$ cat src/rtl/rf_wr_arbiter_pkg.sv
// ============================================================================
// rf_wr_arbiter_pkg : shared constants and types for the RF write arbiter
// Revision: 1.0
// ============================================================================
`default_nettype none

package rf_wr_arbiter_pkg;

  localparam int REG_AW = 5;
  localparam int XLEN   = 32;
  localparam int NREG   = 32;

  typedef enum logic [1:0] {
    GNT_NONE = 2'd0,
    GNT_PIPE = 2'd1,
    GNT_BUF  = 2'd2,
    GNT_BYP  = 2'd3
  } grant_e;

endpackage

`default_nettype wire

$ cat src/rtl/rf_scoreboard.sv
// ============================================================================
// rf_scoreboard : pending-MDU-write vector with set/clear and 3 read ports
// Revision: 1.0
// ============================================================================
`default_nettype none

module rf_scoreboard
  import rf_wr_arbiter_pkg::*;
(
  input  logic              clk,
  input  logic              rst,
  input  logic              set_en_i,
  input  logic [REG_AW-1:0] set_idx_i,
  input  logic              clr_en_i,
  input  logic [REG_AW-1:0] clr_idx_i,
  input  logic [REG_AW-1:0] rs1_i,
  input  logic [REG_AW-1:0] rs2_i,
  input  logic [REG_AW-1:0] rd_i,
  output logic              hazard_o,
  output logic [NREG-1:0]   pending_o
);

  logic [NREG-1:0] pending_q;
  logic [NREG-1:0] pending_d;

  // Set is applied after clear so a fresh issue supersedes a retiring result.
  always_comb begin
    pending_d = pending_q;
    if (clr_en_i) pending_d[clr_idx_i] = 1'b0;
    if (set_en_i) pending_d[set_idx_i] = 1'b1;
    pending_d[0] = 1'b0;
  end

  always_ff @(posedge clk or posedge rst) begin
    if (rst) pending_q <= '0;
    else     pending_q <= pending_d;
  end

  assign hazard_o  = pending_q[rs1_i] | pending_q[rs2_i] | pending_q[rd_i];
  assign pending_o = pending_q;

endmodule

`default_nettype wire

$ cat src/rtl/rf_wr_arbiter.sv
// ============================================================================
// rf_wr_arbiter : shares the RF write port between WB and the MDU
// Revision: 1.0
// ============================================================================
`default_nettype none

module rf_wr_arbiter
  import rf_wr_arbiter_pkg::*;
#(
  parameter int MAX_WAIT = 4,
  parameter int WAIT_W   = 4
) (
  input  logic              clk,
  input  logic              rst,
  input  logic              pipe_wr,
  input  logic [REG_AW-1:0] pipe_rd,
  input  logic [XLEN-1:0]   pipe_wd,
  input  logic              mdu_valid,
  input  logic [REG_AW-1:0] mdu_rd,
  input  logic [XLEN-1:0]   mdu_wd,
  output logic              mdu_ready,
  input  logic              issue_valid,
  input  logic [REG_AW-1:0] issue_rd,
  input  logic [REG_AW-1:0] dec_rs1,
  input  logic [REG_AW-1:0] dec_rs2,
  input  logic [REG_AW-1:0] dec_rd,
  output logic              stall,
  output logic              rf_wr,
  output logic [REG_AW-1:0] rf_wr_adr,
  output logic [XLEN-1:0]   rf_wr_dt,
  output logic [NREG-1:0]   pending
);

  localparam logic [WAIT_W-1:0] MAX_WAIT_C = WAIT_W'(MAX_WAIT);

  logic              buf_v_q,   buf_v_d;
  logic [REG_AW-1:0] buf_rd_q,  buf_rd_d;
  logic [XLEN-1:0]   buf_wd_q,  buf_wd_d;
  logic [WAIT_W-1:0] starve_q,  starve_d;
  logic              rf_wr_q,   rf_wr_d;
  logic [REG_AW-1:0] rf_adr_q,  rf_adr_d;
  logic [XLEN-1:0]   rf_dt_q,   rf_dt_d;

  logic   pipe_req;
  logic   mdu_take;
  logic   hazard;
  grant_e gnt;

  assign mdu_ready = ~buf_v_q;
  assign pipe_req  = pipe_wr & (pipe_rd != '0);
  // An x0 MDU result is still handshaked but never occupies the buffer.
  assign mdu_take  = mdu_valid & ~buf_v_q & (mdu_rd != '0);

  always_comb begin
    gnt = GNT_NONE;
    if (pipe_req)     gnt = GNT_PIPE;
    else if (buf_v_q) gnt = GNT_BUF;
    else if (mdu_take) gnt = GNT_BYP;
  end

  always_comb begin
    buf_v_d  = buf_v_q;
    buf_rd_d = buf_rd_q;
    buf_wd_d = buf_wd_q;
    starve_d = starve_q;
    rf_wr_d  = 1'b0;
    rf_adr_d = rf_adr_q;
    rf_dt_d  = rf_dt_q;

    if (buf_v_q && gnt != GNT_BUF) begin
      if (starve_q < MAX_WAIT_C) starve_d = starve_q + 1'b1;
    end else begin
      starve_d = '0;
    end

    if (gnt == GNT_BUF) buf_v_d = 1'b0;
    if (mdu_take && gnt == GNT_PIPE) begin
      buf_v_d  = 1'b1;
      buf_rd_d = mdu_rd;
      buf_wd_d = mdu_wd;
    end

    unique case (gnt)
      GNT_PIPE: begin
        rf_wr_d  = 1'b1;
        rf_adr_d = pipe_rd;
        rf_dt_d  = pipe_wd;
      end
      GNT_BUF: begin
        rf_wr_d  = 1'b1;
        rf_adr_d = buf_rd_q;
        rf_dt_d  = buf_wd_q;
      end
      GNT_BYP: begin
        rf_wr_d  = 1'b1;
        rf_adr_d = mdu_rd;
        rf_dt_d  = mdu_wd;
      end
      default: rf_wr_d = 1'b0;
    endcase
  end

  always_ff @(posedge clk or posedge rst) begin
    if (rst) begin
      buf_v_q  <= 1'b0;
      buf_rd_q <= '0;
      buf_wd_q <= '0;
      starve_q <= '0;
      rf_wr_q  <= 1'b0;
      rf_adr_q <= '0;
      rf_dt_q  <= '0;
    end else begin
      buf_v_q  <= buf_v_d;
      buf_rd_q <= buf_rd_d;
      buf_wd_q <= buf_wd_d;
      starve_q <= starve_d;
      rf_wr_q  <= rf_wr_d;
      rf_adr_q <= rf_adr_d;
      rf_dt_q  <= rf_dt_d;
    end
  end

  rf_scoreboard u_sb (
    .clk       (clk),
    .rst       (rst),
    .set_en_i  (issue_valid),
    .set_idx_i (issue_rd),
    .clr_en_i  ((gnt == GNT_BUF) || (gnt == GNT_BYP)),
    .clr_idx_i ((gnt == GNT_BUF) ? buf_rd_q : mdu_rd),
    .rs1_i     (dec_rs1),
    .rs2_i     (dec_rs2),
    .rd_i      (dec_rd),
    .hazard_o  (hazard),
    .pending_o (pending)
  );

  assign stall     = hazard | (starve_q >= MAX_WAIT_C);
  assign rf_wr     = rf_wr_q;
  assign rf_wr_adr = rf_adr_q;
  assign rf_wr_dt  = rf_dt_q;

endmodule

`default_nettype wire
$ cat config.mk
export PLATFORM = sky130hd
export DESIGN_NAME = rf_wr_arbiter
export DESIGN_NICKNAME = d
export VERILOG_FILES = /design/src/rtl/rf_wr_arbiter_pkg.sv /design/src/rtl/rf_scoreboard.sv /design/src/rtl/rf_wr_arbiter.sv
export SDC_FILE = /design/constraint.sdc
export NUM_CORES = 1
export LEC_CHECK = 0
export ABC_AREA = 1
export BUFFER_PORTS_ARGS = -buffer_cell sky130_fd_sc_hd__buf_4
export CAP_MARGIN = 10
export CELL_PAD_IN_SITES_DETAIL_PLACEMENT = 0
export CELL_PAD_IN_SITES_GLOBAL_PLACEMENT = 1
export CORE_MARGIN = 2
export CORE_UTILIZATION = 40
export DETAILED_ROUTE_END_ITERATION = 10
export PLACE_DENSITY_LB_ADDON = 0.1
export SLEW_MARGIN = 10
export SYNTH_ARGS = -nofsm -noshare
export SYNTH_HDL_FRONTEND = slang
export SYNTH_SLANG_ARGS = --single-unit
$ cat constraint.sdc
create_clock -name clk -period 9.6 [get_ports clk]
set_input_delay 1.92 -clock clk [delete_from_list [all_inputs] [get_ports clk]]
set_output_delay 1.92 -clock clk [all_outputs]
set_load 0.05 [all_outputs]
-- Word level (Yosys, flattened, before mapping)
Index checks and enable logic that the tools add are counted.
- register bits: 111
- input port bits: 99
- bits in latches: 0
- memory bits (read-only): 0
- word-level logic and storage cells: 66
- output and inout bits: 72
- RAM bits: 0
- memories: 0
- magnitude comparators: 9
- reduce and logical (&&, ||, !) cells: 10
- shift-type cells: 0
- muxes and demuxes: 23
- $add $sub $neg: 1
- $mul: 0
- div/mod/pow operators: 0
- eq/ne operators: 5
- bitwise operators: 10
- operators by type and width (cell ; count):
    $pmux W32 S3 ; 1
    $mux W32 ; 2
    $and A32 B32 Y32 ; 1
    $not A32 Y32 ; 1
    $or A32 B32 Y32 ; 1
    $lt A5 B6 Y1 const B ; 5
    $bmux W1 S5 ; 3
    $pmux W5 S3 ; 1
    $demux W1 S5 ; 2
    $ge A5 B1 Y1 const B ; 2
    $reduce_bool A5 Y1 ; 2
    $mux W1 ; 8
    $mux W4 ; 2
    $mux W2 ; 3
    $mux W5 ; 1
    $add A4 B1 Y4 const B ; 1
    $eq A2 B2 Y1 const B ; 2
    $ge A4 B3 Y1 const B ; 1
    $logic_and A1 B1 Y1 ; 4
    $lt A4 B3 Y1 const B ; 1
    $and A1 B1 Y1 ; 3
    $or A1 B1 Y1 ; 3
    $reduce_bool A3 Y1 ; 1
    $reduce_or A3 Y1 ; 1
    6 further kinds ; 6

-- Depth between registers and ports, before layout
Gate-level depths: netlist of run 1.
- depth in word-level cells: 17
- mapped depth: 12
- gate-level depth less buffers: 11

-- Modules after synthesis
Synthesis of run 1 repeated with hierarchy kept, for this count alone.
- cells, all modules: 902
- area, all modules: 6490.0 sq um
- by module, submodules not included (module ; cells each ; sequential area each (sq um) ; instances ; area an instance (sq um)):
    rf_wr_arbiter ; 531 ; 2001.9 ; 1 ; 4171.5
    rf_scoreboard ; 371 ; 775.7 ; 1 ; 2318.5

-- Worst setup path after synthesis of run 1
No wires, ideal clock.
- path kind: input-to-output
- from: input dec_rs1[0]
- to: output stall
- path buffers: 2
- cell stages on the path: 8
- arrival: 3.139 ns
- data required time: 7.680 ns
- setup slack: 4.541 ns
- cell sequence: buf_2 clkbuf_1 nand3_1 nand3_1 nand3_1 a21oi_1 nor2_1 nand2_1
- cells in the longest elaborated chain, start to end: 5
- ends and longest elaborated chain (item ; line ; text):
    start, declared ; rf_wr_arbiter.sv:24 ; input logic [REG_AW-1:0] dec_rs1,
    $bmux W1 S5 ; rf_scoreboard.sv:39 ; assign hazard_o = pending_q[rs1_i] | pending_q[rs2_i] | pending_q[rd_i];
    $mux W1 (not written as such) ; rf_scoreboard.sv:39 ;
    $or A1 B1 Y1 (2 in series) ; rf_scoreboard.sv:39 ;
    $or A1 B1 Y1 ; rf_wr_arbiter.sv:137 ; assign stall = hazard | (starve_q >= MAX_WAIT_C);
    end, declared ; rf_wr_arbiter.sv:27 ; output logic stall,
No other way between the ends. The select of a mux whose other input is x is not followed.

-- Worst setup path after layout of run 1
- from: input dec_rs2[0]
- to: output stall
- cells in the longest elaborated chain, start to end: 5
- ends and longest elaborated chain (item ; line ; text):
    start, declared ; rf_wr_arbiter.sv:25 ; input logic [REG_AW-1:0] dec_rs2,
    $bmux W1 S5 ; rf_scoreboard.sv:39 ;
    $mux W1 (not written as such) ; rf_scoreboard.sv:39 ;
    $or A1 B1 Y1 (2 in series) ; rf_scoreboard.sv:39 ;
    $or A1 B1 Y1 ; rf_wr_arbiter.sv:137 ;
No other way between the ends. The select of a mux whose other input is x is not followed.

==> results.cfg, run 1 <==
[outcome]
outcome = finished clean

[clock_tree]
cts.htree.levels = 3
cts.clk_slew.worst_paths_ns = 0.07
cts_resized = 0
cts_buffer_depth = 2
cts_sinks = 111
root_buffer = clkbuf_16
postCtsSetupBuffers = 0
postCtsHoldBufs = 0
cts_tree = built
cts_buffers = 9
clock_latency_ns = 0.36

[synthesis]
synth.top_cell.area_share_pct = 44.0
synth_cell_type_count = 26
postSynthCellCount = 908
syn_area_sq_mm = 0.00631
synth_area_leaders = dfrtp_1 44%, nand2_1 19%, nand3_1 7.5%
synth_top_family_by_area = simple AND/OR/NAND/NOR gates
synth_seq_cells = 111
synth_nets = 1008
ys_warn_count = 0
ys_seq_area_share_pct = 44.0
synth_compound_area_share_pct = 12.5
synth_adder_area_share_pct = 0.198
yosys.area_share.simple_pct = 33.6
avgSynthCellArea_sq_um = 6.95
synth_xor_area_share_pct = 0.139
synth_largest_area_cell = dfrtp_1
synth_mux_area_share_pct = 0

[floorplan]
initial_core_util_pct = 41.2
die_width_microns = 130
row_count = 45
die_h_microns = 130
ios = 171
dieArea_sq_mm = 0.0168
core_region_area_sq_mm = 0.0153

[grt]
grt_pass1_wl_mm = 32.5
grt_max_degree = 59
gr-usage-all-layers_pct = 24.7
grt_pass1_vias = 6064
grt_antenna_before_repair = 0
gr-total-overflow = 0

[timing]
hold_violations = 0
maxSlewViolCount = 0
finalCriticalPeriod_ns = 5.21
max-slew-margin-rel_pct = 26.4
setup-violations-final = 0
rsz0062_at_grt = false
fmaxAchievable_ghz = 0.192
worst_pin_slew_ns = 1.10
period_share_pct = 54.3
fin_setup_tns_ns = 0
postLayoutSetupSlackWorst_ns = 4.39
fin_skew_ns = 0.00730

[drt]
wl_per_cell_microns = 15.7
vias = 6340
ant_nets = 0
routed_wl_mm = 20.0
avgViaCountPerCell = 5.00
drt_iter0_drc = 480
drc_errors = 0
dr.pass1.iters = 6

[worst_setup_path]
criticalPathCategory = input pin to output port
crit_fanout = 18
worstSetupStartpointType = input pin
crit_path_end_kind = output port
crit_top_cell = nand2_1
path_cells = buf_4, inv_1, nand2_1, nand3_1, nand3_1, nand2_1, nand2_1, nand3_1, nand2_1, nor2_1, nand2_1, buf_4
cp_num_buf_inv = 3
slowest_stage = inv_1
required_ns = 7.68
crit_arrival_ns = 3.29
critPathTopFamily = buffers and inverters
max_stage_delay_ns = 0.34

[layout]
drive_above_1_share_pct = 20.4
syn2layout_area_growth_pct = 26.0
utilization_pct = 51.9
layout.nets = 1151
antennaDiodeCount = 0

[power]
p_leak_nw = 4.10
power.density_mw_per_mm2 = 230
ir_drop_mv = 0.128
total_power_mw = 1.83

[place]
dp_hpwl_mm = 14.3
place_ws_ns = 4.40
place_congestion = 0.903
io_buffers = 169

[job]
drv_cap = 0

[hold_path]
hold_class = flop to flop
-- report_power, final --
part	total, mW	switching, mW	internal (mW)
registers	0.651	0.0774	0.574
logic	0.777	0.554	0.223
clock network	0.403	0.189	0.214
-- kinds of logic after synthesis --
kind of cell,after synthesis
fa+ha+maj,1
buf+inv,135
simple gates,504
other cells,1
flops,111
compound gates,155
xor+xnor,1
-- worst register-to-register path: stages, from the launching register on --
cell	delay (ns)
dfrtp_1	0.57
nor2_1	0.21
nand2_2	0.13
nand3_2	0.43
buf_4	0.54
o21ai_0	0.20
a21oi_1	0.15
a21oi_1	0.08
-- cells in the mapped netlist (all sizes together) --
library cell / instances
nand2: 326
dfrtp: 111
nand3: 99
inv: 95
o21ai: 80
a21oi: 72
nor2: 70
buf: 33
nor3: 9
clkbuf: 7
o211ai: 2
conb: 1
ha: 1
o22a: 1
xnor2: 1
-- path summary, 6_finish.rpt --
kind | from | slack [ns] | endpoint | cells past startpoint
setup / recovery | dec_rs2[0] | 4.39 | stall | 12
max in group asynchronous | rst | 6.73 | u_sb.pending_o[20] | 3
hold / removal | buf_wd_q[31] | 0.48 | buf_wd_q[31] | 2
setup reg to reg | buf_v_q | 7.19 | rf_wr_dt[26] | 7
min in group asynchronous | rst | 1.68 | buf_wd_q[22] | 2
hold reg to reg | buf_wd_q[31] | 0.48 | buf_wd_q[31] | 2
-- routing by layer --
layer  up-vias  track usage [%]  part of all wire (%)
met4         0             4.55                  0.89
met5         -                0                     0
met2       193             38.1                    45
met3        14             5.99                   7.6
li1       3172                -                     -
met1      2961             35.8                    46
-- registers in the layout, indices dropped and copies added, names as in the netlist --
register	count
buf_wd_q	32
rf_wr_dt	32
u_sb.pending_o	31
buf_rd_q	5
rf_wr_adr	5
starve_q	4
buf_v_q	1
rf_wr	1
-- cell usage in the layout (no fill, tap or decap), drive strengths merged --
master,n
dfrtp,111
conb,1
a21oi,72
clkinv,1
nor2,70
clkbuf,10
nor3,9
buf,172
nand2,326
o22a,1
o21ai,80
ha,1
xnor2,1
o211ai,2
nand3,99
inv,99
bufinv,1
-- cell type report --
| cell class | instances | area [sq um] |
|---|---|---|
| fill | 1578 | 7360 |
| multi-input combinational | 662 | 2950 |
| sequential | 111 | 2780 |
| timing repair buffer | 172 | 1290 |
| inverter | 95 | 359 |
| tap | 211 | 264 |
| clock buffer | 10 | 239 |
| clock inverter | 6 | 72.6 |
-- per-stage QoR --
stage / cell area [sq um] / std cells / hold slack [ns]
floorplan: 6310 / 908 / 0.443
global placement: 7640 / 1251 / 0.460
detailed placement: 7640 / 1251 / 0.465
CTS: 7950 / 1267 / 0.484
global route: 7950 / 1267 / 0.515
finish: 7950 / 1267 / 0.478
(Power assumes the default switching activity.)
==> inputs of run 2 (changes only) <==
ABC_AREA = 0   (was 1)
clock period = 5.4 ns   (was 9.6 ns; I/O delays follow)
==> results.cfg, run 2 <==
[timing]
max-slew-margin-rel_pct = 42.6
finalCriticalPeriod_ns = 4.10
fin_skew_ns = 0.0106
period_share_pct = 75.8
rsz0062_at_grt = false
setup-violations-final = 0
fin_setup_tns_ns = 0
worst_pin_slew_ns = 0.861
maxSlewViolCount = 0
fmaxAchievable_ghz = 0.244
hold_violations = 0

[synthesis]
synth_seq_cells = 111
synth_enable_flop_cells = 0
synth_cell_type_count = 59
ys_seq_area_share_pct = 45.1
synth.top_cell.area_share_pct = 45.1
synthTopCellsByCount = 111 x dfrtp_1, 46 x nor2_1, 41 x mux2_2, 39 x inv_1, 35 x a21oi_1
ys_warn_count = 0
async_reset_ff_share_pct = 100
synth_largest_area_cell = dfrtp_1
postSynthCellCount = 585
avgSynthCellArea_sq_um = 10.5
syn_area_sq_mm = 0.00616
yosysMostFrequentCell = dfrtp_1
synth_area_leaders = dfrtp_1 45%, mux2_2 7.5%, mux4_2 6.6%
synth-main-ff-cell = dfrtp_1
synth_nets = 685

[grt]
gr-usage-all-layers_pct = 24.2
grt_pass1_vias = 5481
grt_max_degree = 86
grt_pass1_wl_mm = 30.6
gr-total-overflow = 0
grt_antenna_before_repair = 0

[power]
p_leak_nw = 3.30
p_comb_share_pct = 38.0
p_sw_mw = 1.23
ir_drop_mv = 0.199
pwr-share-clk_pct = 21.0
pwr-share-seq_pct = 41.0
total_power_mw = 2.99
power.density_mw_per_mm2 = 384
swShare_pct = 41.1
p_int_mw = 1.76

[place]
io_buffers = 169
place_area_sq_mm = 0.00753
place_congestion = 0.914
dp_hpwl_mm = 14.0

[layout]
drive_above_1_share_pct = 38.0
antennaDiodeCount = 0
syn2layout_area_growth_pct = 26.7
layout.nets = 829
utilization_pct = 51.5
layout_common_cells = 176 x buf_4, 110 x dfrtp_1, 46 x nor2_1
stdcell_area_sq_mm = 0.00780
final_common_cell = buf_4

[drt]
routed_wl_mm = 19.4
drc_errors = 0
drt_iter0_drc = 349
wl_per_cell_microns = 21.0
avgViaCountPerCell = 5.91
ant_nets = 0
dr.pass1.iters = 4
vias = 5445

[floorplan]
core_region_area_sq_mm = 0.0151
ios = 171
row_count = 45
die_width_microns = 128
dieArea_sq_mm = 0.0164
initial_core_util_pct = 40.7
die_h_microns = 128

[worst_setup_path]
max_stage_delay_ns = 0.51
crit_arrival_ns = 3.02
critPathTopFamily = compound AO/OA/AOI/OAI gates
crit_top_cell = buf_4
crit_fanout = 9
cp_num_buf_inv = 2
slowest_stage = mux4_2
crit_path_end_kind = output port
worstSetupStartpointType = input pin
path_cells = buf_4, mux4_2, a311oi_1, o31ai_1, nor4_1, o2111ai_1, buf_4
criticalPathCategory = input pin to output port
required_ns = 4.32

[clock_tree]
cts_tree = built
cts.clk_slew.worst_paths_ns = 0.07
cts_buffers = 9
root_buffer = clkbuf_16
postCtsSetupBuffers = 0
clock_latency_ns = 0.35
cts_buffer_depth = 2
cts.htree.levels = 3
postCtsHoldBufs = 0
cts_resized = 0
cts_sinks = 111

[outcome]
outcome = finished clean

[hold_path]
hold_class = flop to flop

[job]
drv_cap = 0
## run 2: logic make-up (layout without fill, tap and decap cells)
kind of cell               after synthesis  in the layout  share of synthesized area, %
muxes                                   62             62                          14.6
xor gates and xnor gates                 1              1                         0.142
and+or+nand+nor                        150            150                          12.7
other                                    1              1                        0.0609
adders and majority gates                1              1                         0.203
DFF                                    111            111                          45.1
buffers and inverters                   82            231                          5.85
AOI/OAI and AO/OA                      177            177                          21.4
## run 2: worst paths after layout
check                                   from                 end  slack [ns]  cells past startpoint
max in group asynchronous                rst   u_sb.pending_o[4]        3.35                      3
min in group asynchronous                rst        rf_wr_dt[27]        0.88                      2
worst min register to register  buf_wd_q[25]        buf_wd_q[25]        0.51                      1
worst max register to register       buf_v_q  u_sb.pending_o[30]        2.82                      7
worst min-delay path            buf_wd_q[25]        buf_wd_q[25]        0.51                      1
worst max-delay path               dec_rd[0]               stall        1.30                      7
## run 2: metrics by stage
stage / hold WS (ns) / setup WS [ns] / std cells
4_1_cts: 0.512 / 1.25 / 922
3_3_place_gp: 0.490 / 1.26 / 906
6_report: 0.509 / 1.30 / 922
5_1_grt: 0.521 / 1.15 / 922
2_1_floorplan: 0.481 / 1.28 / 585
3_5_place_dp: 0.496 / 1.25 / 906
## run 2: layout make-up
type,instances,area [sq um]
clock buffers,11,243
clock inverters,5,33.8
fillers,1427,7340
inverters,39,149
multi-input cells,392,3040
flip-flops and latches,111,2780
well taps,188,235
repair buffers,176,1320
## run 2: power groups by stage
stage	logic, mW	registers, mW	clock network [mW]
2_1_floorplan	0.412	1.53	0
3_3_place_gp	1.13	1.24	0
3_5_place_dp	1.14	1.24	0
4_1_cts	1.14	1.23	0.648
5_1_grt	1.21	1.25	0.681
6_report	1.14	1.23	0.628
## run 2: metal layers
metal,track usage [%],routed length [microns]
met3,4.17,1050
met5,0,0
met1,31.5,8150
met2,41.3,9800
met4,7.76,382
==> inputs of run 3 (changes only) <==
CORE_UTILIZATION = 36   (was 40)
clock period = 3.3 ns   (was 5.4 ns; I/O delays follow)
==> results.cfg, run 3 (same netlist as run 2, synthesis figures left out) <==
[timing]
worst_pin_slew_ns = 0.861
finalCriticalPeriod_ns = 3.02
fmaxAchievable_ghz = 0.331
maxSlewViolCount = 0
hold_violations = 0
postLayoutSetupSlackWorst_ns = 0.282
fin_skew_ns = 0.00661
max-slew-margin-rel_pct = 42.4
period_share_pct = 91.5
setup-violations-final = 0
fin_setup_tns_ns = 0
rsz0062_at_grt = false

[grt]
grt_antenna_before_repair = 0
gr-usage-all-layers_pct = 20.8
grt_pass1_vias = 5445
grt_max_degree = 66
grt_pass1_wl_mm = 30.0
gr-total-overflow = 0

[worst_setup_path]
crit_path_end_kind = output port
crit_fanout = 9
worstSetupStartpointType = input pin
cp_num_buf_inv = 2
crit_arrival_ns = 2.36
max_stage_delay_ns = 0.51
worstRegToRegCells = 6
crit_top_cell = buf_4
cp.depth = 7
criticalPathCategory = input pin to output port
required_ns = 2.64
critPathTopFamily = compound AO/OA/AOI/OAI gates
slowest_stage = mux4_2
path_cells = buf_4, mux4_2, a311oi_1, o31ai_1, nor4_1, o2111ai_1, buf_4

[clock_tree]
cts_sinks = 111
clock_latency_ns = 0.35
postCtsSetupBuffers = 0
cts.htree.levels = 3
cts_resized = 0
postCtsHoldBufs = 0
cts.clk_slew.worst_paths_ns = 0.08
cts_buffers = 9
root_buffer = clkbuf_16
cts_buffer_depth = 2
cts_tree = built

[drt]
wl_per_cell_microns = 19.3
vias = 5475
drt_iter0_drc = 309
ant_nets = 0
routed_wl_mm = 18.5
avgViaCountPerCell = 5.71
dr.pass1.iters = 5
drc_errors = 0

[floorplan]
die_h_microns = 135
dieArea_sq_mm = 0.0182
ios = 171
core_region_area_sq_mm = 0.0166
die_width_microns = 135
row_count = 47
initial_core_util_pct = 37.0

[power]
ir_drop_mv = 0.328
p_leak_nw = 3.35
power.density_mw_per_mm2 = 628
total_power_mw = 4.99

[layout]
syn2layout_area_growth_pct = 29.0
nFillCells = 1570
final_common_cell = buf_4
multiInputGateArea_sq_mm = 0.00304
drive_above_1_share_pct = 38.6
stdcell_area_sq_mm = 0.00794
layout_common_cells = 179 x buf_4, 110 x dfrtp_1, 46 x nor2_1
layout.nets = 834
antennaDiodeCount = 0
seq_area_sq_mm = 0.00278

[place]
io_buffers = 169
place_ws_ns = 0.306
place_congestion = 0.817
dp_hpwl_mm = 13.2
place_area_sq_mm = 0.00763

[outcome]
outcome = finished clean

[hold_path]
hold_class = input pin to asynchronous set/reset pin

[job]
drv_cap = 0
[run 3: report_power, final]
part | internal (mW) | switching [mW] | total (mW) | leakage (nW)
Combinational | 0.725 | 1.15 | 1.87 | 1.94
Clock | 0.607 | 0.539 | 1.15 | 0.155
Sequential | 1.64 | 0.331 | 1.97 | 1.26
Total | 2.97 | 2.02 | 4.99 | 3.35
[run 3: stage by stage]
step                hold WS [ns]  instances  util (%)
finish                     0.461        959      47.7
CTS                        0.479        959      47.7
floorplan                  0.481        585         -
global placement           0.489        943      45.8
global route               0.505        959      47.7
detailed placement         0.496        943      45.8
[run 3: worst paths after layout]
| kind | slack, ns | start | to |
|---|---|---|---|
| hold / removal | 0.46 | rst | buf_wd_q[29] |
| setup reg to reg | 1.04 | buf_v_q | u_sb.pending_o[9] |
| hold reg to reg | 0.51 | buf_wd_q[16] | buf_wd_q[16] |
| setup / recovery | 0.28 | dec_rd[0] | stall |
| max in group asynchronous | 2.14 | rst | u_sb.pending_o[22] |
| min in group clk | 0.51 | buf_wd_q[16] | buf_wd_q[16] |
[run 3: layer usage]
metal  vias to the layer above  wire length (microns)  track usage, %
met2                       198                   8600            32.1
met4                         0                    232            6.49
li1                       2513                      -               -
met5                         -                      0               0
met1                      2743                   8320            29.8
met3                        21                   1310            3.72
[run 3: cell type report]
| cell class | instances | area share [%] |
|---|---|---|
| clock buffers | 9 | 2.84 |
| clock inverters | 7 | 1.12 |
| inverters | 39 | 1.89 |
| multi-input cells | 392 | 38.3 |
| flip-flops and latches | 111 | 35.0 |
| well taps | 220 | 3.47 |
| repair buffers | 181 | 17.4 |
